[src/rtl/layer_ctrl.sv]
// Frame-synchronous layer visibility controller: stores per-layer visibility commands
// and, once per frame, sweeps all layers to produce a tear-free enable mask for the mux.
module layer_ctrl #(
  parameter int                  N_LAYERS   = 14,
  parameter int                  BLINK_HALF = 8,
  parameter logic [N_LAYERS-1:0] RESET_MASK = 14'h3FFF
) (
  input  logic                clk,
  input  logic                resetN,
  input  logic                startOfFrame,
  input  logic                cfg_valid,
  output logic                cfg_ready,
  input  logic [3:0]          cfg_layer,
  input  logic [1:0]          cfg_op,
  input  logic [7:0]          cfg_arg,
  output logic [N_LAYERS-1:0] layer_en,
  output logic                frame_done,
  output logic                cfg_err,
  output logic                overrun
);

  localparam int IDX_W = (N_LAYERS > 1) ? $clog2(N_LAYERS) : 1;

  typedef enum logic [1:0] {S_IDLE, S_SWEEP, S_COMMIT} state_t;
  typedef enum logic [2:0] {M_OFF, M_ON, M_BLINK, M_BLINK_FOREVER, M_TIMED} mode_t;

  state_t               state_reg, state_next;
  logic [IDX_W-1:0]     sweep_idx_reg;
  logic [7:0]           blink_cnt_reg;
  logic                 blink_phase_reg;
  logic [N_LAYERS-1:0]  next_en_reg;
  logic [N_LAYERS-1:0]  layer_en_reg;
  logic                 ready_reg;
  logic                 frame_done_reg;
  logic                 cfg_err_reg;
  logic                 overrun_reg;
  mode_t                mode_reg [N_LAYERS];
  logic [7:0]           rem_reg  [N_LAYERS];

  logic                 accept;
  logic                 in_range;
  logic                 cmd_hit;
  mode_t                cmd_mode;
  logic [7:0]           cmd_rem;
  mode_t                cur_mode, sw_mode;
  logic [7:0]           cur_rem, sw_rem;
  logic                 sw_en;

  // cfg_ready is only ever high while the FSM sits in IDLE, so it doubles as the accept gate.
  assign accept   = cfg_valid & ready_reg;
  assign in_range = (32'(cfg_layer) < N_LAYERS);
  assign cmd_hit  = accept & in_range;

  always_comb begin
    cmd_mode = M_OFF;
    cmd_rem  = 8'd0;
    case (cfg_op)
      2'd0: cmd_mode = M_OFF;
      2'd1: cmd_mode = M_ON;
      2'd2: begin
        if (cfg_arg == 8'd0) begin
          cmd_mode = M_BLINK_FOREVER;
        end else begin
          cmd_mode = M_BLINK;
          cmd_rem  = cfg_arg;
        end
      end
      default: begin
        cmd_mode = M_TIMED;
        cmd_rem  = cfg_arg;
      end
    endcase
  end

  // Per-layer update for the layer currently under the sweep pointer.
  always_comb begin
    cur_mode = mode_reg[sweep_idx_reg];
    cur_rem  = rem_reg[sweep_idx_reg];
    sw_mode  = cur_mode;
    sw_rem   = cur_rem;
    sw_en    = 1'b0;
    case (cur_mode)
      M_OFF:           sw_en = 1'b0;
      M_ON:            sw_en = 1'b1;
      M_BLINK_FOREVER: sw_en = blink_phase_reg;
      M_BLINK, M_TIMED: begin
        if (cur_rem == 8'd0) begin
          sw_mode = M_OFF;
          sw_en   = 1'b0;
        end else begin
          sw_rem = cur_rem - 8'd1;
          sw_en  = (cur_mode == M_TIMED) ? 1'b1 : blink_phase_reg;
        end
      end
      default: begin
        sw_mode = M_OFF;
        sw_en   = 1'b0;
      end
    endcase
  end

  always_comb begin
    state_next = state_reg;
    case (state_reg)
      S_IDLE:   if (startOfFrame) state_next = S_SWEEP;
      S_SWEEP:  if (sweep_idx_reg == IDX_W'(N_LAYERS - 1)) state_next = S_COMMIT;
      S_COMMIT: state_next = S_IDLE;
      default:  state_next = S_IDLE;
    endcase
  end

  always_ff @(posedge clk) begin
    if (resetN) begin
      state_reg       <= S_IDLE;
      sweep_idx_reg   <= '0;
      blink_cnt_reg   <= 8'd0;
      blink_phase_reg <= 1'b1;
      next_en_reg     <= '0;
      layer_en_reg    <= RESET_MASK;
      ready_reg       <= 1'b0;
      frame_done_reg  <= 1'b0;
      cfg_err_reg     <= 1'b0;
      overrun_reg     <= 1'b0;
      for (int i = 0; i < N_LAYERS; i++) begin
        mode_reg[i] <= RESET_MASK[i] ? M_ON : M_OFF;
        rem_reg[i]  <= 8'd0;
      end
    end else begin
      state_reg      <= state_next;
      ready_reg      <= (state_next == S_IDLE);
      frame_done_reg <= 1'b0;
      cfg_err_reg    <= accept & ~in_range;
      overrun_reg    <= startOfFrame & (state_reg != S_IDLE);

      // Commands are only accepted in IDLE, so they never collide with sweep writes.
      for (int i = 0; i < N_LAYERS; i++) begin
        if (cmd_hit && cfg_layer == 4'(i)) begin
          mode_reg[i] <= cmd_mode;
          rem_reg[i]  <= cmd_rem;
        end else if (state_reg == S_SWEEP && sweep_idx_reg == IDX_W'(i)) begin
          mode_reg[i] <= sw_mode;
          rem_reg[i]  <= sw_rem;
        end
      end

      case (state_reg)
        S_IDLE: begin
          if (startOfFrame) begin
            sweep_idx_reg <= '0;
            if (blink_cnt_reg == 8'(BLINK_HALF - 1)) begin
              blink_cnt_reg   <= 8'd0;
              blink_phase_reg <= ~blink_phase_reg;
            end else begin
              blink_cnt_reg <= blink_cnt_reg + 8'd1;
            end
          end
        end
        S_SWEEP: begin
          next_en_reg[sweep_idx_reg] <= sw_en;
          sweep_idx_reg              <= sweep_idx_reg + IDX_W'(1);
        end
        S_COMMIT: begin
          layer_en_reg   <= next_en_reg;
          frame_done_reg <= 1'b1;
        end
        default: ;
      endcase
    end
  end

  assign cfg_ready  = ready_reg;
  assign layer_en   = layer_en_reg;
  assign frame_done = frame_done_reg;
  assign cfg_err    = cfg_err_reg;
  assign overrun    = overrun_reg;

endmodule

[config.mk]
export PLATFORM = sky130hd
export DESIGN_NAME = layer_ctrl
export DESIGN_NICKNAME = d
export VERILOG_FILES = /design/src/rtl/layer_ctrl.sv
export SDC_FILE = /design/constraint.sdc
export NUM_CORES = 1
export LEC_CHECK = 0
export CAP_MARGIN = 10
export CORE_ASPECT_RATIO = 0.9
export CORE_UTILIZATION = 38
export CTS_BUF_LIST = sky130_fd_sc_hd__clkbuf_16
export CTS_CLUSTER_DIAMETER = 100
export DETAILED_ROUTE_END_ITERATION = 7
export PLACE_DENSITY_LB_ADDON = 0.15
export SLEW_MARGIN = 20
export SYNTH_ARGS = -nofsm -noshare
export SYNTH_HDL_FRONTEND = slang
export SYNTH_SLANG_ARGS = --single-unit
[constraint.sdc]
create_clock -name clk -period 4.8 [get_ports clk]
set_input_delay 0.72 -clock clk [delete_from_list [all_inputs] [get_ports clk]]
set_output_delay 0.72 -clock clk [all_outputs]
set_load 0.05 [all_outputs]
Yosys cells after proc, flatten, opt, wreduce, memory -nomap -nowiden

Memories as Yosys holds them, arrays and structs flattened. A register that Yosys moved wholly into a read port is not among the register bits.
Index checks and enable logic that the tools add are counted.
Widths: inputs -> output; s select.

Output and inout port bits: 18
Bits of input ports: 18
Bits in registers: 47
RAM bits: 154
Word-level logic and storage cells: 342
Memories kept: 2

Memory list:

| name     | depth | width | rd ports | clocked after Yosys merged registers in | write ports | line | RTL |
|---|---|---|---|---|---|---|---|
| rem_reg  | 14    | 8     | 1        | 1                                       | 14          | 38   | `logic [7:0] rem_reg [N_LAYERS];` |
| mode_reg | 14    | 3     | 1        | 1                                       | 14          | 37   | `mode_t mode_reg [N_LAYERS];` |

Muxes and demuxes: 181
Add/sub/neg operators: 3
Reduce and logical (&&, ||, !) cells: 45
Eq/ne operators: 36
Magnitude comparators: 3
Bitwise gates (word level): 62

Operator list:

| operator            | number |
|---|---|
| $mux 8              | 32 |
| $mux 1              | 105 |
| $mux 3              | 29 |
| $or 1x1->1          | 56 |
| $eq 4x4->1 const B  | 12 |
| $eq 4x3->1 const B  | 8 |
| $logic_and 1x1->1   | 29 |
| $mux 4              | 5 |
| $eq 4x2->1 const B  | 4 |
| $logic_not 8->1     | 2 |
| $pmux 8 s2          | 1 |
| $bwmux 14           | 1 |
| $pmux 3 s3          | 1 |
| $add 8x1->8 const B | 1 |
| $eq 4x1->1 const B  | 2 |
| $eq 8x3->1 const B  | 1 |
| $logic_not 4->1     | 2 |
| $pmux 4 s2          | 1 |
| $sub 8x1->8 const B | 1 |
| $eq 3x2->1 const B  | 2 |
| $logic_not 2->1     | 3 |
| $pmux 3 s2          | 1 |
| $lt 4x5->1 const B  | 1 |
| $add 4x1->4 const B | 1 |
| other kinds (19)    | 29 |

Depth between registers and ports, before layout

Gate-level depths: netlist (run 1).

Word-level depth: 8
Mapped depth: 15
Depth with buffers taken out: 9

Worst setup path after synthesis (run 1)

No wires, ideal clock.

Path kind: flip-flop to flip-flop
From: reg (tool-made name)
To: mem rem_reg[2][1], data pin
Data arrival time: 3.449 ns
Data required time: 4.643 ns
Setup slack: 1.194 ns
Period minus slack after synthesis: 3.606 ns
Path buffers: 6
Cell stages (with the launch flop): 16
Setup time: 0.157 ns
Path through: dfxtp_1 > buf_6 > buf_6 > buf_6 > buf_2 > mux4_2 > mux2_2 > o22ai_1 > ha_1 > inv_1 > or3_1 > buf_1 > o311ai_2 > mux2_2 > buf_4 > o22ai_1

RTL lines:

| element          | line |
|---|---|
| end: declaration | 38 |

==> impl_metrics.tcl, run 1 <==
set metrics [dict create \
    wl_met1_um 14200 \
    setup_viol 0 \
    avgViaCountPerCell 5.97 \
    final_hold_viol_count 0 \
    synth_area_sq_um 10400 \
    layout_min_cycle_time_ps 4000 \
    whs_ps 468 \
    gp_congestion 0.844 \
    pre_cts_ws_ps 807 \
    rows 56 \
    max_stage_delay_ps 680 \
    setup_tns_ps 0 \
    vias 7514 \
    cp.required_ps 5020 \
    root_buffer "clkbuf_16" \
    yosysTopAreaCellShare_pct 44.6 \
    synth_seq_area_share_pct 54.4 \
    reg2reg_slack_ps 800 \
    cp-start-kind "flip-flop" \
    path_cells "buf_4 -> mux2_2 -> mux4_2 -> nor3_1 -> o21bai_1 -> nor3_1 -> o41a_1 -> o22ai_1" \
    path_clk_slew_ps 60 \
    grt_max_degree 65 \
    cts_buffer_depth 3 \
    crit_path_top_delay_cell "dfxtp_2" \
    rsz0062_at_grt "no" \
    worstHoldStart "layer_en[3]" \
    final_nets 919 \
    hold_depth 2 \
    outcome "finished, final reports clean" \
    dp_cells 1217 \
    highest_layer "met4" \
    arrival_ps 4220 \
    ir_drop_mv 0.219 \
    setup_ws_ps 802 \
    finalWirelength_um 31200 \
    grt_pass1_wl_um 47300 \
    wl_met3_um 2280 \
    yosys-top-cells-area "edfxtp_1 (45%), dfxtp_1 (9.8%), mux4_2 (6.3%), o22ai_1 (5.1%), mux2_2 (3.3%)" \
    largest_reg_flops 112 \
    syn_inst 895 \
    cp_common_cell "nor3_1" \
    post-cts-setup-buffer-count 0 \
    fin_total_pwr_mw 4.02 \
    worstPathMaxFanout 19 \
    fin_crit_sh_pct 83.3 \
    clock_latency_ps 520 \
    drc 0 \
    synth-main-ff-cell "edfxtp_1" \
    endpoint_kind "flip-flop" \
    synth_common_cells "edfxtp_1 (154), nand2_1 (85), o22ai_1 (85), nor2_1 (64), dfxtp_1 (51)" \
    drv_cap 0 \
    grt.total_usage_pct 22.5 \
    async_flop_share_pct 0 \
    final_area_sq_um 11600 \
    worst_slew_pin_slew_ps 978 \
    ys_ff_latch 205 \
    dr_wl_met2_um 14000 \
    hp-class "reg -> reg" \
    initial_core_util_pct 39.3 \
    drtIter0Drc 769 \
    port-buffer-count 35 \
    r2r_end "rem_reg[11][2]" \
    cts_num_sinks 205 \
    firstDrtPassIters 5 \
    synth_largest_area_cell "edfxtp_1" \
    max_freq_ghz 0.250 \
    instances_no_fill 1259 \
    synth_cell_types 67 \
    drtAntennaViolNets 0 \
    cts_resized 0 \
    syn_to_final_growth_pct 11.5 \
    cts_hold_buf 0 \
    place_hpwl_um 20200 \
    core_sq_um 26400 \
    syn_area_per_cell_sq_um 11.6 \
    slew_headroom_pct 34.6 \
    die_h_um 159 \
    cts_tree "done" \
    fp.dieW_um 176 \
    dieArea_sq_um 28000 \
    overflow 0 \
    finClkSkew_ps 16.2 \
    final_layout_size_suffix_gt1_share_pct 15.3 \
    antenna_found_initial 0 \
    grt_pass1_vias 7292 \
    powerDensity_nw_per_um2 348 \
    r2r_cells 8 \
    place_area_sq_um 10900 \
    cts_buffers 23 \
    cts_max_level 1 \
    yosys_warnings 0 \
    hold_end "layer_en[3]" \
    avgRoutedWirePerCell_um 24.8 \
    synth_fp_nets 920 \
    final_core_util_pct 43.8 \
    n_antenna_cell 0 \
    p_leak_nw 3.87 \
    yosysMostFrequentCell "edfxtp_1" \
    final_max_slew_viol_count 0 \
    synth_edf_count 154 \
    path_class "reg -> reg" \
    io_pins 36 \
]
==> worst max-delay path: cells and delay by family (launching register included) <==
kind | cells | cell delay, ps
AO/OA/AOI/OAI | 3 | 1020
multiplexers | 2 | 870
AND/OR/NAND/NOR | 2 | 690
flip-flops | 1 | 680
buffers and inverters | 1 | 410
==> routing by layer <==
metal | vias to the layer above | track usage (%)
met5 | - | 0
met4 | 0 | 5.34
met3 | 42 | 3.71
met2 | 316 | 34.6
met1 | 3745 | 32.9
li1 | 3411 | -
==> report_power, final <==
part           switching, mW  internal, mW
registers             0.0299          1.97
clock network          0.720         0.866
logic                  0.286         0.145
==> final cells by class <==
cell class,instances,area (sq um)
fillers,2488,14900
flip-flops and latches,205,5650
multi-input cells,603,4320
clock buffers,23,576
repair buffers,51,465
well taps,348,435
clock inverters,19,80.1
inverters,10,37.5
==> logic make-up after synthesis <==
family / count (synthesis) / synth area share [%]
AOI/OAI and AO/OA: 198 / 12.8
xor gates and xnor gates: 11 / 1.00
adders and majority gates: 7 / 0.844
buffers and inverters: 87 / 3.96
DFF: 205 / 54.4
muxes: 87 / 12.5
and+or+nand+nor: 300 / 14.4
==> how the worst max path moves through the flow <==
stage	from	end	cells after the start
2_1_floorplan	flip-flop	rem_reg[2][1]	15
3_3_place_gp	flip-flop	rem_reg[11][2]	8
3_5_place_dp	flip-flop	rem_reg[13][2]	8
4_1_cts	flip-flop	rem_reg[12][2]	8
5_1_grt	flip-flop	rem_reg[12][2]	8
6_report	flip-flop	rem_reg[11][2]	8
==> layout by cell type, fill, tap and decap left out, drive strengths merged, types with 7 or more instances in the layout <==
master	Yosys	routed
ha	7	7
or3	16	16
nand2b	17	17
nor2	64	64
clkdlybuf4s50	0	34
and2	17	17
a211oi	14	14
nor2b	7	7
nand3	36	36
clkbuf	47	23
inv	10	24
nand3b	17	17
nand2	85	85
o22ai	94	94
mux4	29	29
nor3	16	16
edfxtp	154	154
a21oi	13	13
buf	30	17
mux2i	24	24
dfxtp	51	51
o21ai	42	42
mux2	34	34
Note: power is estimated with default switching activity, not from simulation.
==> run 2, diff against run 1 <==
==> constraint.sdc (replaced) <==
create_clock -name clk -period 3.31 [get_ports clk]
set_input_delay 0.4965 -clock clk [delete_from_list [all_inputs] [get_ports clk]]
set_output_delay 0.4965 -clock clk [all_outputs]
set_load 0.05 [all_outputs]
==> impl_metrics.tcl, run 2 (synthesized netlist as in run 1, its figures left out) <==
set metrics [dict create \
    hold_depth 2 \
    p_switching_mw 1.54 \
    globalRouteMet2Util_pct 34.8 \
    overflow 0 \
    syn_to_final_growth_pct 18.7 \
    path_clk_slew_ps 60 \
    worst_slew_pin_slew_ps 714 \
    grt.total_usage_pct 22.5 \
    vias 7608 \
    firstDrtPassIters 5 \
    crit_path_top_delay_cell "mux4_2" \
    cp_common_cell "buf_12" \
    hold_end "layer_en[1]" \
    reg2reg_slack_ps 90 \
    seq_power_share_pct 46.8 \
    hp-class "reg -> reg" \
    cp_top_family "multiplexers" \
    globalRouteMet3Util_pct 3.88 \
    avgViaCountPerCell 5.77 \
    instances_no_fill 1319 \
    port-buffer-count 35 \
    initial_core_util_pct 39.3 \
    die_h_um 159 \
    rows 56 \
    cp-start-kind "flip-flop" \
    path_cells "buf_12 -> mux2_4 -> mux2_2 -> mux4_2 -> xor2_2 -> or3_4 -> o31a_1 -> buf_12 -> o22ai_1" \
    layout_min_cycle_time_ps 3220 \
    arrival_ps 3570 \
    grt_pass1_wl_um 47300 \
    n_antenna_cell 0 \
    avgRoutedWirePerCell_um 23.5 \
    final_max_slew_viol_count 0 \
    setup_viol 0 \
    grt_pass1_vias 7513 \
    drc 0 \
    cp_num_buf_inv 2 \
    cts_hold_buf 0 \
    power.internal_mw 4.65 \
    r2r_end "rem_reg[10][6]" \
    finClkSkew_ps 14.7 \
    core_sq_um 26400 \
    final_layout_size_suffix_gt1_share_pct 22.0 \
    cp.required_ps 3660 \
    setup_tns_ps 0 \
    endpoint_kind "flip-flop" \
    use_met1_pct 32.1 \
    root_buffer "clkbuf_16" \
    slew_headroom_pct 52.2 \
    powerDensity_nw_per_um2 503 \
    busiest_layer "met2" \
    final_area_sq_um 12300 \
    ir_drop_mv 0.328 \
    r2r_cells 9 \
    fp.dieW_um 176 \
    io_pins 36 \
    layout_commonest_cell "edfxtp_1" \
    place_hpwl_um 21200 \
    final_nets 979 \
    finalWirelength_um 31000 \
    p_comb_share_pct 12.1 \
    fin_total_pwr_mw 6.19 \
    grt_max_degree 75 \
    outcome "finished, final reports clean" \
    dp_cells 1276 \
    max_stage_delay_ps 520 \
    drtIter0Drc 691 \
    p_leak_nw 4.24 \
    cts_num_sinks 205 \
    p_sw_share_pct 24.8 \
    worstHoldStart "layer_en[1]" \
    cts_tree "done" \
    largest_reg_flops 112 \
    place_area_sq_um 11500 \
    final_hold_viol_count 0 \
    path_class "reg -> reg" \
    dieArea_sq_um 28000 \
    drv_cap 0 \
    p_clk_share_pct 41.1 \
    max_freq_ghz 0.310 \
    final_cell_mix "edfxtp_1 (154), nand2_1 (84), o22ai_1 (84), buf_4 (67), nor2_1 (64)" \
    worstPathMaxFanout 14 \
    rsz0062_at_grt "yes" \
    drtAntennaViolNets 0 \
    clock_latency_ps 520 \
    cts_buffer_depth 3 \
    antenna_found_initial 0 \
    fin_crit_sh_pct 97.4 \
    cts_max_level 1 \
    whs_ps 469 \
    gp_congestion 0.870 \
    cts_buffers 23 \
]
run 2: cell count changes in the layout (fill, tap and decap cells not counted), moves of 3 or more:
cell / delta
buf_4: +51
buf_12: +8
inv_1: -8
bufinv_16: +3
mux2_4: +5
mux2_2: -5
clkinv_1: +3
run 2: routing by layer:
layer | share of wire (%) | wire length [um]
met1 | 45 | 14100
met2 | 45 | 14100
met3 | 6.5 | 2010
met4 | 2.7 | 852
met5 | 0 | 0
run 2: power by group through the flow:
stage	clock network (mW)	registers, mW	logic, mW
floorplan	0	2.94	0.461
global placement	0	2.95	0.716
detailed placement	0	2.95	0.716
CTS	2.58	2.89	0.722
global route	2.68	2.90	0.803
finish	2.54	2.89	0.752
run 2: metrics by stage:
step	worst slack [ps]	utilization, %
3_5_place_dp	18.0	43.5
2_1_floorplan	-17.9	-
5_1_grt	-4.30	46.6
6_report	86.1	46.6
3_3_place_gp	47.3	43.5
4_1_cts	28.2	46.3
run 2: worst max-delay path by stage:
stage                   start  depth (start not counted)             end  slack [ps]
detailed placement  flip-flop                         12  mode_reg[2][1]          20
floorplan           flip-flop                         15   rem_reg[1][0]         -20
CTS                 flip-flop                         11  next_en_reg[9]          30
finish              flip-flop                          9  rem_reg[10][6]          90
global placement    flip-flop                         12  mode_reg[0][1]          50
global route        flip-flop                         13  mode_reg[0][1]          -4
run 2: worst reg2reg max path: cells and delay by family (launching register included):
| kind | cells | cell delay [ps] |
|---|---|---|
| AOI/OAI and AO/OA | 2 | 520 |
| xor gates and xnor gates | 1 | 220 |
| buffers and inverters | 2 | 350 |
| DFF | 1 | 390 |
| muxes | 3 | 1130 |
| and+or+nand+nor | 1 | 430 |
run 2: timing repair:
| item | CTS | global route |
|---|---|---|
| pin swaps | 0 | 0 |
| buffers inserted | 0 | 1 |
| endpoints found under the setup margin | 1 | 112 |
| gates resized for setup | 1 | 15 |
| hold endpoints to repair | 0 | 0 |
run 2: final cells by class:
type	instances	area, sq um
fillers	2420	14100
clock buffers	23	576
clock inverters	19	165
inverters	10	37.5
well taps	348	435
flip-flops and latches	205	5650
repair buffers	111	1020
multi-input cells	603	4430
==> run 3, diff against run 2 <==
--- a/config.mk
+++ b/config.mk
@@ -5,7 +5,7 @@
 export SDC_FILE = /design/constraint.sdc
 export NUM_CORES = 1
 export LEC_CHECK = 0
-export CAP_MARGIN = 10
+export CAP_MARGIN = 20
 export CORE_ASPECT_RATIO = 0.9
 export CORE_UTILIZATION = 38
 export CTS_BUF_LIST = sky130_fd_sc_hd__clkbuf_16
==> results of run 3 <==
The final DEF is identical to that of run 2; final timing and power are the same.
